### src/rtl/mem_wb_stage_pkg.sv
// ============================================================================
// mem_wb_stage_pkg : shared bus widths, load-type codes, stall bit indices
// Revision: 1.0
// ============================================================================
`default_nettype none

package mem_wb_stage_pkg;

  localparam int          RegBus      = 32;
  localparam int          RegAddrBus  = 5;
  localparam logic [31:0] ZeroWord    = 32'h0000_0000;
  localparam logic        RstEnable   = 1'b1;
  localparam logic        WriteEnable = 1'b1;

  // Load-type codes carried down from the decode stage; 6 and 7 behave as none.
  localparam logic [2:0] LD_NONE = 3'd0;
  localparam logic [2:0] LD_LB   = 3'd1;
  localparam logic [2:0] LD_LBU  = 3'd2;
  localparam logic [2:0] LD_LH   = 3'd3;
  localparam logic [2:0] LD_LHU  = 3'd4;
  localparam logic [2:0] LD_LW   = 3'd5;

  localparam int STALL_MEM = 4;
  localparam int STALL_WB  = 5;

endpackage

`default_nettype wire

### src/rtl/mem_wb_stage_load_align.sv
// ============================================================================
// mem_wb_stage_load_align : big-endian byte/halfword select and extension of
// load data; non-load entries pass the ALU result through.
// Revision: 1.0
// ============================================================================
`default_nettype none

module mem_wb_stage_load_align
  import mem_wb_stage_pkg::*;
#(
  parameter int DATA_W = 32
) (
  input  logic [2:0]        ld_type,
  input  logic [1:0]        addr_lo,
  input  logic [DATA_W-1:0] rdata,
  input  logic [DATA_W-1:0] wdata,
  output logic [DATA_W-1:0] data
);

  logic [7:0]  byte_lane;
  logic [15:0] half_lane;

  // Lane 0 is the most significant byte of the word.
  always_comb begin
    byte_lane = rdata[DATA_W-1 -: 8];
    case (addr_lo)
      2'd0:    byte_lane = rdata[DATA_W-1  -: 8];
      2'd1:    byte_lane = rdata[DATA_W-9  -: 8];
      2'd2:    byte_lane = rdata[DATA_W-17 -: 8];
      default: byte_lane = rdata[DATA_W-25 -: 8];
    endcase
  end

  assign half_lane = addr_lo[1] ? rdata[DATA_W-17 -: 16] : rdata[DATA_W-1 -: 16];

  always_comb begin
    data = wdata;
    case (ld_type)
      LD_LB:   data = {{(DATA_W-8){byte_lane[7]}}, byte_lane};
      LD_LBU:  data = {{(DATA_W-8){1'b0}}, byte_lane};
      LD_LH:   data = {{(DATA_W-16){half_lane[15]}}, half_lane};
      LD_LHU:  data = {{(DATA_W-16){1'b0}}, half_lane};
      LD_LW:   data = rdata;
      default: data = wdata;
    endcase
  end

endmodule

`default_nettype wire

### src/rtl/mem_wb_stage.sv
// ============================================================================
// mem_wb_stage : MEM/WB pipeline register and register-file write-back port.
// Optional LL/SC link bit when MEM_WB_LLBIT_EN is defined.
// Revision: 1.0
// ============================================================================
`default_nettype none

module mem_wb_stage
  import mem_wb_stage_pkg::*;
#(
  parameter int DATA_W = 32,
  parameter int ADDR_W = 5
) (
  input  logic              clk,
  input  logic              rst,
  input  logic [5:0]        stall,
  input  logic              flush,
  input  logic [ADDR_W-1:0] mem_wd,
  input  logic              mem_wreg,
  input  logic [DATA_W-1:0] mem_wdata,
  input  logic [2:0]        mem_ld_type,
  input  logic [1:0]        mem_addr_lo,
  input  logic [DATA_W-1:0] mem_rdata,
`ifdef MEM_WB_LLBIT_EN
  input  logic              mem_llbit_we,
  input  logic              mem_llbit_val,
  output logic              llbit_o,
`endif
  output logic              wb_we,
  output logic [ADDR_W-1:0] wb_waddr,
  output logic [DATA_W-1:0] wb_wdata
);

  logic [ADDR_W-1:0] v_wd;
  logic              v_wreg;
  logic [DATA_W-1:0] v_wdata;
  logic [2:0]        v_ld_type;
  logic [1:0]        v_addr_lo;
  logic [DATA_W-1:0] v_rdata;

  logic bubble;
  logic capture;
  logic unused_stall_lo;

  assign unused_stall_lo = ^stall[3:0];

  // MEM stalled while WB runs: WB must see an empty slot, not a repeat.
  assign bubble  = flush || (stall[STALL_MEM] && !stall[STALL_WB]);
  assign capture = !stall[STALL_MEM];

  always_ff @(posedge clk) begin
    if (rst || bubble) begin
      v_wd      <= '0;
      v_wreg    <= 1'b0;
      v_wdata   <= '0;
      v_ld_type <= LD_NONE;
      v_addr_lo <= 2'b00;
      v_rdata   <= '0;
    end else if (capture) begin
      v_wd      <= mem_wd;
      v_wreg    <= mem_wreg;
      v_wdata   <= mem_wdata;
      v_ld_type <= mem_ld_type;
      v_addr_lo <= mem_addr_lo;
      v_rdata   <= mem_rdata;
    end
  end

  mem_wb_stage_load_align #(
    .DATA_W (DATA_W)
  ) u_load_align (
    .ld_type (v_ld_type),
    .addr_lo (v_addr_lo),
    .rdata   (v_rdata),
    .wdata   (v_wdata),
    .data    (wb_wdata)
  );

  assign wb_we    = v_wreg;
  assign wb_waddr = v_wd;

`ifdef MEM_WB_LLBIT_EN
  logic v_llbit_we;
  logic v_llbit_val;
  logic llbit_r;

  always_ff @(posedge clk) begin
    if (rst || bubble) begin
      v_llbit_we  <= 1'b0;
      v_llbit_val <= 1'b0;
    end else if (capture) begin
      v_llbit_we  <= mem_llbit_we;
      v_llbit_val <= mem_llbit_val;
    end
  end

  // A bubble carries v_llbit_we=0, so only real entries commit the link bit.
  always_ff @(posedge clk) begin
    if (rst || flush) begin
      llbit_r <= 1'b0;
    end else if (v_llbit_we) begin
      llbit_r <= v_llbit_val;
    end
  end

  assign llbit_o = v_llbit_we ? v_llbit_val : llbit_r;
`endif

endmodule

`default_nettype wire

### config.mk
export PLATFORM = sky130hd
export DESIGN_NAME = mem_wb_stage
export DESIGN_NICKNAME = d
export VERILOG_FILES = /design/src/rtl/mem_wb_stage_pkg.sv /design/src/rtl/mem_wb_stage_load_align.sv /design/src/rtl/mem_wb_stage.sv
export SDC_FILE = /design/constraint.sdc
export NUM_CORES = 1
export LEC_CHECK = 0
export BUFFER_PORTS_ARGS = -buffer_cell sky130_fd_sc_hd__buf_2
export CAP_MARGIN = 20
export CORE_ASPECT_RATIO = 0.6
export CORE_MARGIN = 2
export CORE_UTILIZATION = 50
export DETAILED_ROUTE_END_ITERATION = 12
export PLACE_DENSITY = 0.79
export SYNTH_ARGS = -nofsm -noshare
export SYNTH_HDL_FRONTEND = slang
export SYNTH_SLANG_ARGS = --single-unit
export TNS_END_PERCENT = 100
### constraint.sdc
create_clock -name clk -period 2.4 [get_ports clk]
set_input_delay 0.6 -clock clk [delete_from_list [all_inputs] [get_ports clk]]
set_output_delay 0.6 -clock clk [all_outputs]
set_load 0.005 [all_outputs]
==> metrics, run 1 <==
Root Driver=clkbuf_16; H-Tree Depth=3; fmax=slightly below 400 MHz; initial core utilization=0.529; dpl hpwl=7.32 mm; Worst-Margin Slew=0.449 ns; Critical Path RT=1.80 ns; Unique masters post-synth=33; CP peak stage delay=between 0.5 and 0.6 ns; P_leak=approximately 2.3 nW; vias in the first global route=3159; die width=approximately 110 um; ys async rst share=0; violated checks=setup timing; Slowest cell on crit path=mux4_2; sequence of cells on the critical path=mux4_2 -> and3_4 -> a221o_1 -> a21o_1 -> buf_2; largest net degree at the start of global routing=76; Total Power=0.00321 W; Worst-path clk slew=0.06 ns; total track usage=0.261; sequential area share after synthesis=0.414; MaxCap Viol Count=0; core box area=6850 sq um; Peak supply drop=0.452 mV; final worst path period need=2.59 ns; first-pass GRT wire length=~16 mm; Rel. slew slack=0.701; Cells after Synth=397; YS warnings=0; # setup viols final=26; Final ANT Viol Nets=0; ys flop type=dfxtp_1; Rows=23; post-synthesis instance area=~3600 sq um; cell area power density=663 nW/um^2; Worst Setup End Kind=output port; Slew Limit Fails=0; Starting DRT DRC Count=around 250; PortBufs=about 120; Yosys top cell area share=0.414; clk sink count=75; syn_area_per_cell=9.13 sq um; vias per cell=roughly 5.7; Congestion Overflow GR=0; largest fanout on the critical path=8; RSZ-0062 raised after global routing=yes; Skew-Pair Late Insertion Delay=between 0.3 and 0.4 ns; total wire length=10.6 mm; layout cells sized above 1=0.359; Detailed Routing Iterations Pass 1=5; Final #Nets=597; Setup CP Type=register to output port; Seq cells post-synth=75; Area contributors post-synth=dfxtp_1, mux2i_1, nor2_1; DR WL/cell=17.4 um; setup slack after layout=-0.192 ns; clk buf depth=2; status=finished with violations; crit path DAT=1.99 ns; Fillers=505; number of hold buffers added after CTS=0; Synth Net Count=481; gp weighted congestion=0.902; skew final=0 ns; initial antenna violation count=0; I/O Pins=122; Startpoint Class=register; final instance area=around 4800 sq um; via count=around 3.4k; worst min path class=primary input to register; die area=between 7000 and 8000 sq um; EDFF count, synth=0; # diodes=0; Fin. Hold Viols=0; Die Height=69.9 um; # DRC=0; area leader, netlist=dfxtp_1; Area Overhead vs Synth=33.5%; TritonCTS clock tree=built; CTS Buf Count=9; Cell Area, Placed=4350 sq um; Tcrit/Tclk final=1.08
logic make-up after synthesis:
logic type / after synthesis / synth area share
compound gates: 61 / 0.117
buf+inv: 35 / 0.0449
flops: 75 / 0.414
mux: 87 / 0.268
simple gates: 139 / 0.155
report_power, final:
group	internal [W]	switching [W]	leakage, nW	total (W)
clock network	0.000938	0.000546	0.155	0.00148
logic	0.000210	0.000204	1.54	0.000414
registers	0.00128	0.0000336	0.612	0.00131
total	0.00243	0.000784	2.31	0.00321
cell type report:
class                      instances  area (sq um)  area share
clock buffer                      10           239      0.0494
clock inverter                     6          88.8      0.0184
inverter                           3          11.3     0.00233
multi-input combinational        287          2070       0.429
sequential                        75          1510       0.313
tap                               87           109      0.0225
timing repair buffer             137           803       0.166
synth_stat cells (all sizes together), types with 7 or more instances:
library cell and number:
nor2 104, mux4 8, a21oi 17, o21ai 11
a21o 8, a221oi 7, nand3 9, nand2 19
buf 15, clkbuf 17, dfxtp 75, a221o 8
mux2i 78
state kept, by name (all words and copies together), names as in the netlist:
register / count
v_wdata: 32
v_addr_lo: 2
v_rdata: 32
wb_we: 1
wb_waddr: 5
v_ld_type: 3
per-layer routing:
metal  up-vias  share of wire  track usage  routed length (um)
met5         -              0            0                   0
li1       1628              -            -                   -
met2       165           0.44        0.386                4640
met4         0          0.026       0.0908                 277
met1      1629           0.44        0.363                4680
met3        26          0.090       0.0773                 954
path summary, 6_finish.rpt:
path / slack, ns / from / end / cells after the start
worst max-delay path: -0.19 / v_addr_lo[1]$_SDFFE_PP0N_ / wb_wdata[11] / 5
worst min-delay path: 0.48 / mem_wdata[4] / v_wdata[4]$_SDFFE_PP0N_ / 3
worst max register to register: 1.52 / v_addr_lo[1]$_SDFFE_PP0N_ / v_addr_lo[1]$_SDFFE_PP0N_ / 3
worst min register to register: 0.50 / wb_waddr[3]$_SDFFE_PP0N_ / wb_waddr[3]$_SDFFE_PP0N_ / 2
placed cells by master (no fill, tap or decap), types with 2 or more instances in the layout:
master and instances:
buf_2 116, nor2_1 101, mux2i_1 77, dfxtp_1 70, nand2_1 18, a21oi_1 16
buf_4 14, nand3_1 9, clkbuf_16 9, mux4_2 8, a221o_1 8, a21o_1 8
o21ai_1 6, a221oi_2 5, buf_12 4, inv_1 3, dfxtp_2 3, o21ai_0 2
nor3b_1 2, o21ai_4 2, a21boi_0 2, o22ai_1 2, nor2_2 2, bufinv_16 2
clkinvlp_4 2, buf_6 2, dfxtp_4 2
critical path: cells and delay by family, from the launching register on:
| family | cells | cell delay [ns] |
|---|---|---|
| compound gates | 2 | 0.45 |
| mux | 1 | 0.52 |
| flops | 1 | 0.34 |
| simple gates | 1 | 0.21 |
| buf+inv | 1 | 0.13 |
metrics by stage:
| step | util | TNS, ns | cells | worst slack (ns) | hold slack [ns] |
|---|---|---|---|---|---|
| detailed placement | 0.635 | 0 | 585 | 0.111 | 0.485 |
| global route | 0.706 | -5.53 | 605 | -0.265 | 0.490 |
| finish | 0.706 | -3.50 | 605 | -0.192 | 0.483 |
| global placement | 0.635 | 0 | 585 | 0.152 | 0.471 |
| CTS | 0.691 | -3.80 | 603 | -0.226 | 0.480 |
| floorplan | - | 0 | 397 | 0.147 | 0.464 |
repair_timing:
action / CTS / global route
endpoints found under the setup margin: 32 / 32
resized for setup: 16 / 23
buffers inserted: 2 / 2
pin swaps: 1 / 13
No activity file was read; power rests on OpenSTA's default activity.
==> run 2, diff against run 1 <==
--- a/config.mk
+++ b/config.mk
@@ -9,9 +9,9 @@
 export CAP_MARGIN = 20
 export CORE_ASPECT_RATIO = 0.6
 export CORE_MARGIN = 2
-export CORE_UTILIZATION = 50
+export CORE_UTILIZATION = 45
 export DETAILED_ROUTE_END_ITERATION = 12
-export PLACE_DENSITY = 0.79
+export PLACE_DENSITY = 0.73
 export SYNTH_ARGS = -nofsm -noshare
 export SYNTH_HDL_FRONTEND = slang
 export SYNTH_SLANG_ARGS = --single-unit
==> metrics, run 2 (synthesized netlist as in run 1, its figures left out) <==
vias in the first global route=3340 (was 3159); gp weighted congestion=0.854 (was 0.902); # setup viols final=26 (unchanged); met2 Track Usage GR=0.403 (was 0.386); largest fanout on the critical path=8 (unchanged); total wire length=11.2 mm (was 10.6 mm); CP peak stage delay=0.54 ns (was 0.52 ns); final hold slack=0.492 ns (was 0.483 ns); Tcrit/Tclk final=1.09 (was 1.08); Fin. Hold Viols=0 (unchanged); dpl hpwl=7.43 mm (was 7.32 mm); Rows=25 (was 23); die width=120 um (was 114 um); worst min path class=primary input to register (unchanged); Final ANT Viol Nets=0 (unchanged); final worst path period need=2.61 ns (was 2.59 ns); Setup CP Type=register to output port (unchanged); switching power=0.000767 W (was 0.000784 W); P_leak=2.33 nW (was 2.31 nW); Power Internal=0.00240 W (was 0.00243 W); HP Start=mem_rdata[11] (was mem_wdata[4]); violated checks=setup timing (unchanged); # diodes=0 (unchanged); Flop pwr share=0.413 (was 0.409); status=finished with violations (unchanged); worst reg2reg path startpoint=v_addr_lo[1]$_SDFFE_PP0N_ (unchanged); Setup TNS Final=-4.62 ns (was -3.50 ns); first-pass GRT wire length=16.8 mm (was 16.0 mm); Worst-path clk slew=0.06 ns (about the same); Startpoint Class=register (unchanged); Reg-to-Reg End=v_addr_lo[1]$_SDFFE_PP0N_ (unchanged); via count=3464 (was 3448); Slew Limit Fails=0 (unchanged); Worst Setup End Kind=output port (unchanged); CP top delay family=multiplexers (unchanged); clk sink count=75 (unchanged); largest net degree at the start of global routing=76 (unchanged); routing usage on met3=0.0916 (was 0.0773); Die Height=73.5 um (was 69.9 um); Final #Nets=602 (was 597); Critical Path Start=v_addr_lo[1]$_SDFFE_PP0N_ (unchanged); Core Util, Final=0.636 (was 0.706); fmax=383 MHz (was 386 MHz); placed cell count=607 (was 585); TritonCTS clock tree=built (unchanged); Peak supply drop=0.412 mV (was 0.452 mV); sequence of cells on the critical path=mux4_2 -> o21a_1 -> a21oi_4 -> clkbuf_16 -> a21oi_2 -> buf_2 (was mux4_2 -> and3_4 -> a221o_1 -> a21o_1 -> buf_2); met1 usage=0.326 (was 0.363); Clock power frac=0.448 (was 0.462); H-Tree Depth=3 (unchanged); vias per cell=5.49 (was 5.70); Worst-Margin Slew=0.513 ns (was 0.449 ns); fin cells=631 (was 605); FF-to-FF setup slack=1.48 ns (was 1.52 ns); # DRC=0 (unchanged); worst r2r path cells=4 (was 3); Rel. slew slack=0.658 (was 0.701); crit path DAT=2.01 ns (was 1.99 ns); I/O Pins=122 (unchanged); Worst Hold Path EP=v_rdata[11]$_SDFFE_PP0N_ (was v_wdata[4]$_SDFFE_PP0N_); commonest cells after routing, fill and taps aside=buf_2, nor2_1, mux2i_1 (unchanged); initial antenna violation count=0 (unchanged); Slowest cell on crit path=mux4_2 (unchanged); Switching Share=0.242 (was 0.244); buffers plus inverters on the worst setup path=2 (was 1); CTS Buf Count=9 (unchanged); Comb power frac=0.139 (was 0.129); cell area power density=635 nW/um^2 (was 663 nW/um^2); DR WL/cell=17.8 um (was 17.4 um); skew final=0 ns (unchanged); commonest non-fill, non-tap cell in the layout=buf_2 (unchanged); MaxCap Viol Count=0 (unchanged); RSZ-0062 raised after global routing=yes (unchanged); Root Driver=clkbuf_16 (unchanged); setup slack after layout=-0.211 ns (was -0.192 ns); Detailed Routing Iterations Pass 1=4 (was 5); Critical Path RT=1.80 ns (about the same); PortBufs=117 (unchanged); Congestion Overflow GR=0 (unchanged); core box area=7850 sq um (was 6850 sq um); clk buf depth=2 (unchanged); WHS Path Cells=3 (unchanged); initial core utilization=0.462 (was 0.529); GRT busiest layer=met2 (unchanged); layout cells sized above 1=0.396 (was 0.359); Area Overhead vs Synth=37.7% (was 33.5%); total track usage=0.250 (was 0.261); Starting DRT DRC Count=299 (was 247); die area=8810 sq um (was 7970 sq um); Skew-Pair Late Insertion Delay=0.33 ns (was 0.34 ns)
## run 2: cell count changes in the layout (fill, tap and decap cells not counted), sizes merged
| cell | change |
|---|---|
| buf | +3 |
| clkbuf | +3 |
| clkinvlp | -1 |
## run 2: per-stage QoR
stage	area, sq um	power (W)	setup slack [ns]
floorplan	3620	0.00155	0.147
global placement	4370	0.00171	0.133
detailed placement	4370	0.00172	0.0843
CTS	4710	0.00314	-0.213
global route	4990	0.00328	-0.266
finish	4990	0.00317	-0.211
## run 2: layout make-up
type | count | area (sq um)
clock inverters | 5 | 77.6
fillers | 649 | 2860
repair buffers | 142 | 848
inverters | 3 | 11.3
flip-flops and latches | 75 | 1520
multi-input cells | 287 | 2170
well taps | 108 | 135
clock buffers | 11 | 233
## run 2: worst reg2reg max path, cell delays in order (launching register included)
cell,delay [ns]
dfxtp_2,0.32
buf_4,0.14
buf_12,0.15
mux2i_1,0.14
nor2_1,0.05
## run 2: how the worst max path moves through the flow
stage	to	slack (ns)	cells after the start
after floorplan	wb_wdata[10]	0.15	6
after global placement	wb_wdata[10]	0.13	6
after detailed placement	wb_wdata[14]	0.08	6
after CTS	wb_wdata[14]	-0.21	5
after global routing	wb_wdata[16]	-0.27	6
final	wb_wdata[16]	-0.21	6
## run 2: what timing repair did
item,CTS,global route
pin swaps,1,21
cloned,0,1
buffers inserted,0,7
hold buffers,0,0
setup endpoints to repair,32,32
resized for setup,14,50
## run 2: per-layer routing
| layer | up-vias | part of all wire |
|---|---|---|
| met5 | - | 0 |
| met4 | 0 | 0.013 |
| met3 | 15 | 0.072 |
| met2 | 122 | 0.45 |
| met1 | 1691 | 0.46 |
| li1 | 1636 | - |
## run 2: power by group through the flow
stage | sequential [W] | combinational (W) | clock (W)
final | 0.00131 | 0.000441 | 0.00142
after global routing | 0.00131 | 0.000478 | 0.00149
after CTS | 0.00131 | 0.000391 | 0.00144
after detailed placement | 0.00134 | 0.000385 | 0
after global placement | 0.00134 | 0.000378 | 0
after floorplan | 0.00132 | 0.000226 | 0
==> run 3, diff against run 2 <==
--- a/config.mk
+++ b/config.mk
@@ -5,13 +5,12 @@
 export SDC_FILE = /design/constraint.sdc
 export NUM_CORES = 1
 export LEC_CHECK = 0
-export BUFFER_PORTS_ARGS = -buffer_cell sky130_fd_sc_hd__buf_2
 export CAP_MARGIN = 20
 export CORE_ASPECT_RATIO = 0.6
 export CORE_MARGIN = 2
 export CORE_UTILIZATION = 45
 export DETAILED_ROUTE_END_ITERATION = 12
-export PLACE_DENSITY = 0.73
+export DONT_BUFFER_PORTS = 1
 export SYNTH_ARGS = -nofsm -noshare
 export SYNTH_HDL_FRONTEND = slang
 export SYNTH_SLANG_ARGS = --single-unit
==> metrics, run 3 (synthesized netlist as in run 1, its figures left out) <==
area of the multi-input gates=2020 sq um (was 2170 sq um); # diodes=0 (unchanged); WHS Path Cells=2 (was 3); Worst Hold Path EP=v_wdata[15]$_SDFFE_PP0N_ (was v_rdata[11]$_SDFFE_PP0N_); commonest non-fill, non-tap cell in the layout=nor2_1 (was buf_2); die area=8810 sq um (unchanged); largest net degree at the start of global routing=77 (was 76); Slew Limit Fails=0 (unchanged); initial antenna violation count=0 (unchanged); Rows=25 (unchanged); first-pass GRT wire length=15.0 mm (was 16.8 mm); # setup viols final=24 (was 26); setup slack after layout=-0.0917 ns (was -0.211 ns); Peak supply drop=0.352 mV (was 0.412 mV); Skew-Pair Late Insertion Delay=0.34 ns (was 0.33 ns); H-Tree Depth=3 (unchanged); fmax=401 MHz (was 383 MHz); clk buf depth=2 (unchanged); status=finished with violations (unchanged); Startpoint Class=register (unchanged); Worst-path clk slew=0.06 ns (about the same); HP Start=mem_wdata[15] (was mem_rdata[11]); Final ANT Viol Nets=0 (unchanged); Worst-Margin Slew=0.359 ns (was 0.513 ns); Die Height=73.5 um (unchanged); vias per cell=5.69 (was 5.49); Reg area=1510 sq um (was 1520 sq um); CTS Buf Count=9 (unchanged); via count=2888 (was 3464); number of hold buffers added after CTS=0 (unchanged); worst min path class=primary input to register (unchanged); TritonCTS clock tree=built (unchanged); crit path DAT=1.89 ns (was 2.01 ns); Worst Setup End Kind=output port (unchanged); RSZ-0062 raised after global routing=yes (unchanged); Starting DRT DRC Count=167 (was 299); Setup TNS Final=-1.23 ns (was -4.62 ns); MaxCap Viol Count=0 (unchanged); die width=120 um (unchanged); FF-to-FF setup slack=1.55 ns (was 1.48 ns); Reg-to-Reg End=v_ld_type[0]$_SDFFE_PP0N_ (was v_addr_lo[1]$_SDFFE_PP0N_); core box area=7850 sq um (unchanged); final hold slack=0.408 ns (was 0.492 ns); skew final=0 ns (unchanged); Setup CP Type=register to output port (unchanged); dpl hpwl=7.03 mm (was 7.43 mm); violated checks=setup timing (unchanged); Tcrit/Tclk final=1.04 (was 1.09); Detailed Routing Iterations Pass 1=4 (unchanged); Fillers=739 (was 649); Critical Path RT=1.80 ns (about the same); vias in the first global route=2737 (was 3340); commonest cells after routing, fill and taps aside=nor2_1, mux2i_1, dfxtp_1 (was buf_2, nor2_1, mux2i_1); layout cells sized above 1=0.160 (was 0.396); DR WL/cell=19.0 um (was 17.8 um); Root Driver=clkbuf_16 (unchanged); gp weighted congestion=0.845 (was 0.854); P_leak=1.77 nW (was 2.33 nW); Congestion Overflow GR=0 (unchanged); cell area power density=710 nW/um^2 (was 635 nW/um^2); Area Overhead vs Synth=14.7% (was 37.7%); worst r2r path cells=3 (was 4); largest fanout on the critical path=8 (unchanged); # DRC=0 (unchanged); Final #Nets=480 (was 602); clk sink count=75 (unchanged); total wire length=9.64 mm (was 11.2 mm); total track usage=0.228 (was 0.250); Rel. slew slack=0.761 (was 0.658); initial core utilization=0.462 (unchanged); Fin. Hold Viols=0 (unchanged); I/O Pins=122 (unchanged); worst reg2reg path startpoint=v_ld_type[0]$_SDFFE_PP0N_ (was v_addr_lo[1]$_SDFFE_PP0N_); final worst path period need=2.49 ns (was 2.61 ns); PortBufs=0 (was 117)
## run 3: report_power, final
part | total (W) | internal, W | switching (W)
Sequential | 0.00131 | 0.00128 | 0.0000333
Clock | 0.00138 | 0.000885 | 0.000498
Combinational | 0.000257 | 0.000126 | 0.000131
## run 3: timing repair
action                                  CTS  global route
gates resized for setup                  10            16
endpoints found under the setup margin   30            31
buffers inserted                          2             1
pin swaps                                 2             5
## run 3: worst max path at each step
| stage | startpoint | endpoint | slack [ns] | cells after the start |
|---|---|---|---|---|
| 3_3_place_gp | v_addr_lo[1]$_SDFFE_PP0N_ | wb_wdata[15] | 0.26 | 4 |
| 5_1_grt | v_addr_lo[1]$_SDFFE_PP0N_ | wb_wdata[10] | -0.18 | 4 |
| 2_1_floorplan | v_addr_lo[1]$_SDFFE_PP0N_ | wb_wdata[10] | 0.15 | 6 |
| 6_report | v_addr_lo[1]$_SDFFE_PP0N_ | wb_wdata[9] | -0.09 | 4 |
| 3_5_place_dp | v_addr_lo[1]$_SDFFE_PP0N_ | wb_wdata[9] | 0.24 | 4 |
| 4_1_cts | v_addr_lo[1]$_SDFFE_PP0N_ | wb_wdata[9] | -0.11 | 4 |
## run 3: layout make-up
type,instances,area share
Clock inverter,3,0.0111
Tap cell,108,0.0325
Inverter,3,0.00271
Multi-Input combinational cell,287,0.485
Clock buffer,12,0.0641
Timing Repair Buffer,20,0.0409
Sequential cell,75,0.363
## run 3: through the flow
step	power [W]	worst slack (ns)	cell area [sq um]	util	cells
after floorplan	0.00155	0.147	3620	-	397
after global placement	0.00158	0.257	3760	0.479	490
after detailed placement	0.00159	0.236	3760	0.479	490
after CTS	0.00298	-0.108	4100	0.522	507
after global routing	0.00306	-0.177	4160	0.530	508
final	0.00295	-0.0917	4160	0.530	508
## run 3: routing by layer
metal	GRT usage	vias to the layer above	share of wire
met5	0	-	0
met4	0.0719	0	0.011
met3	0.106	10	0.11
met2	0.333	104	0.43
met1	0.299	1377	0.45
li1	-	1397	-
## run 3: critical path, cell delays in order, from the launching register on
cell and delay (ns):
dfxtp_2 0.34, mux4_2 0.53, and3_4 0.24, a221o_1 0.26
a21o_1 0.19
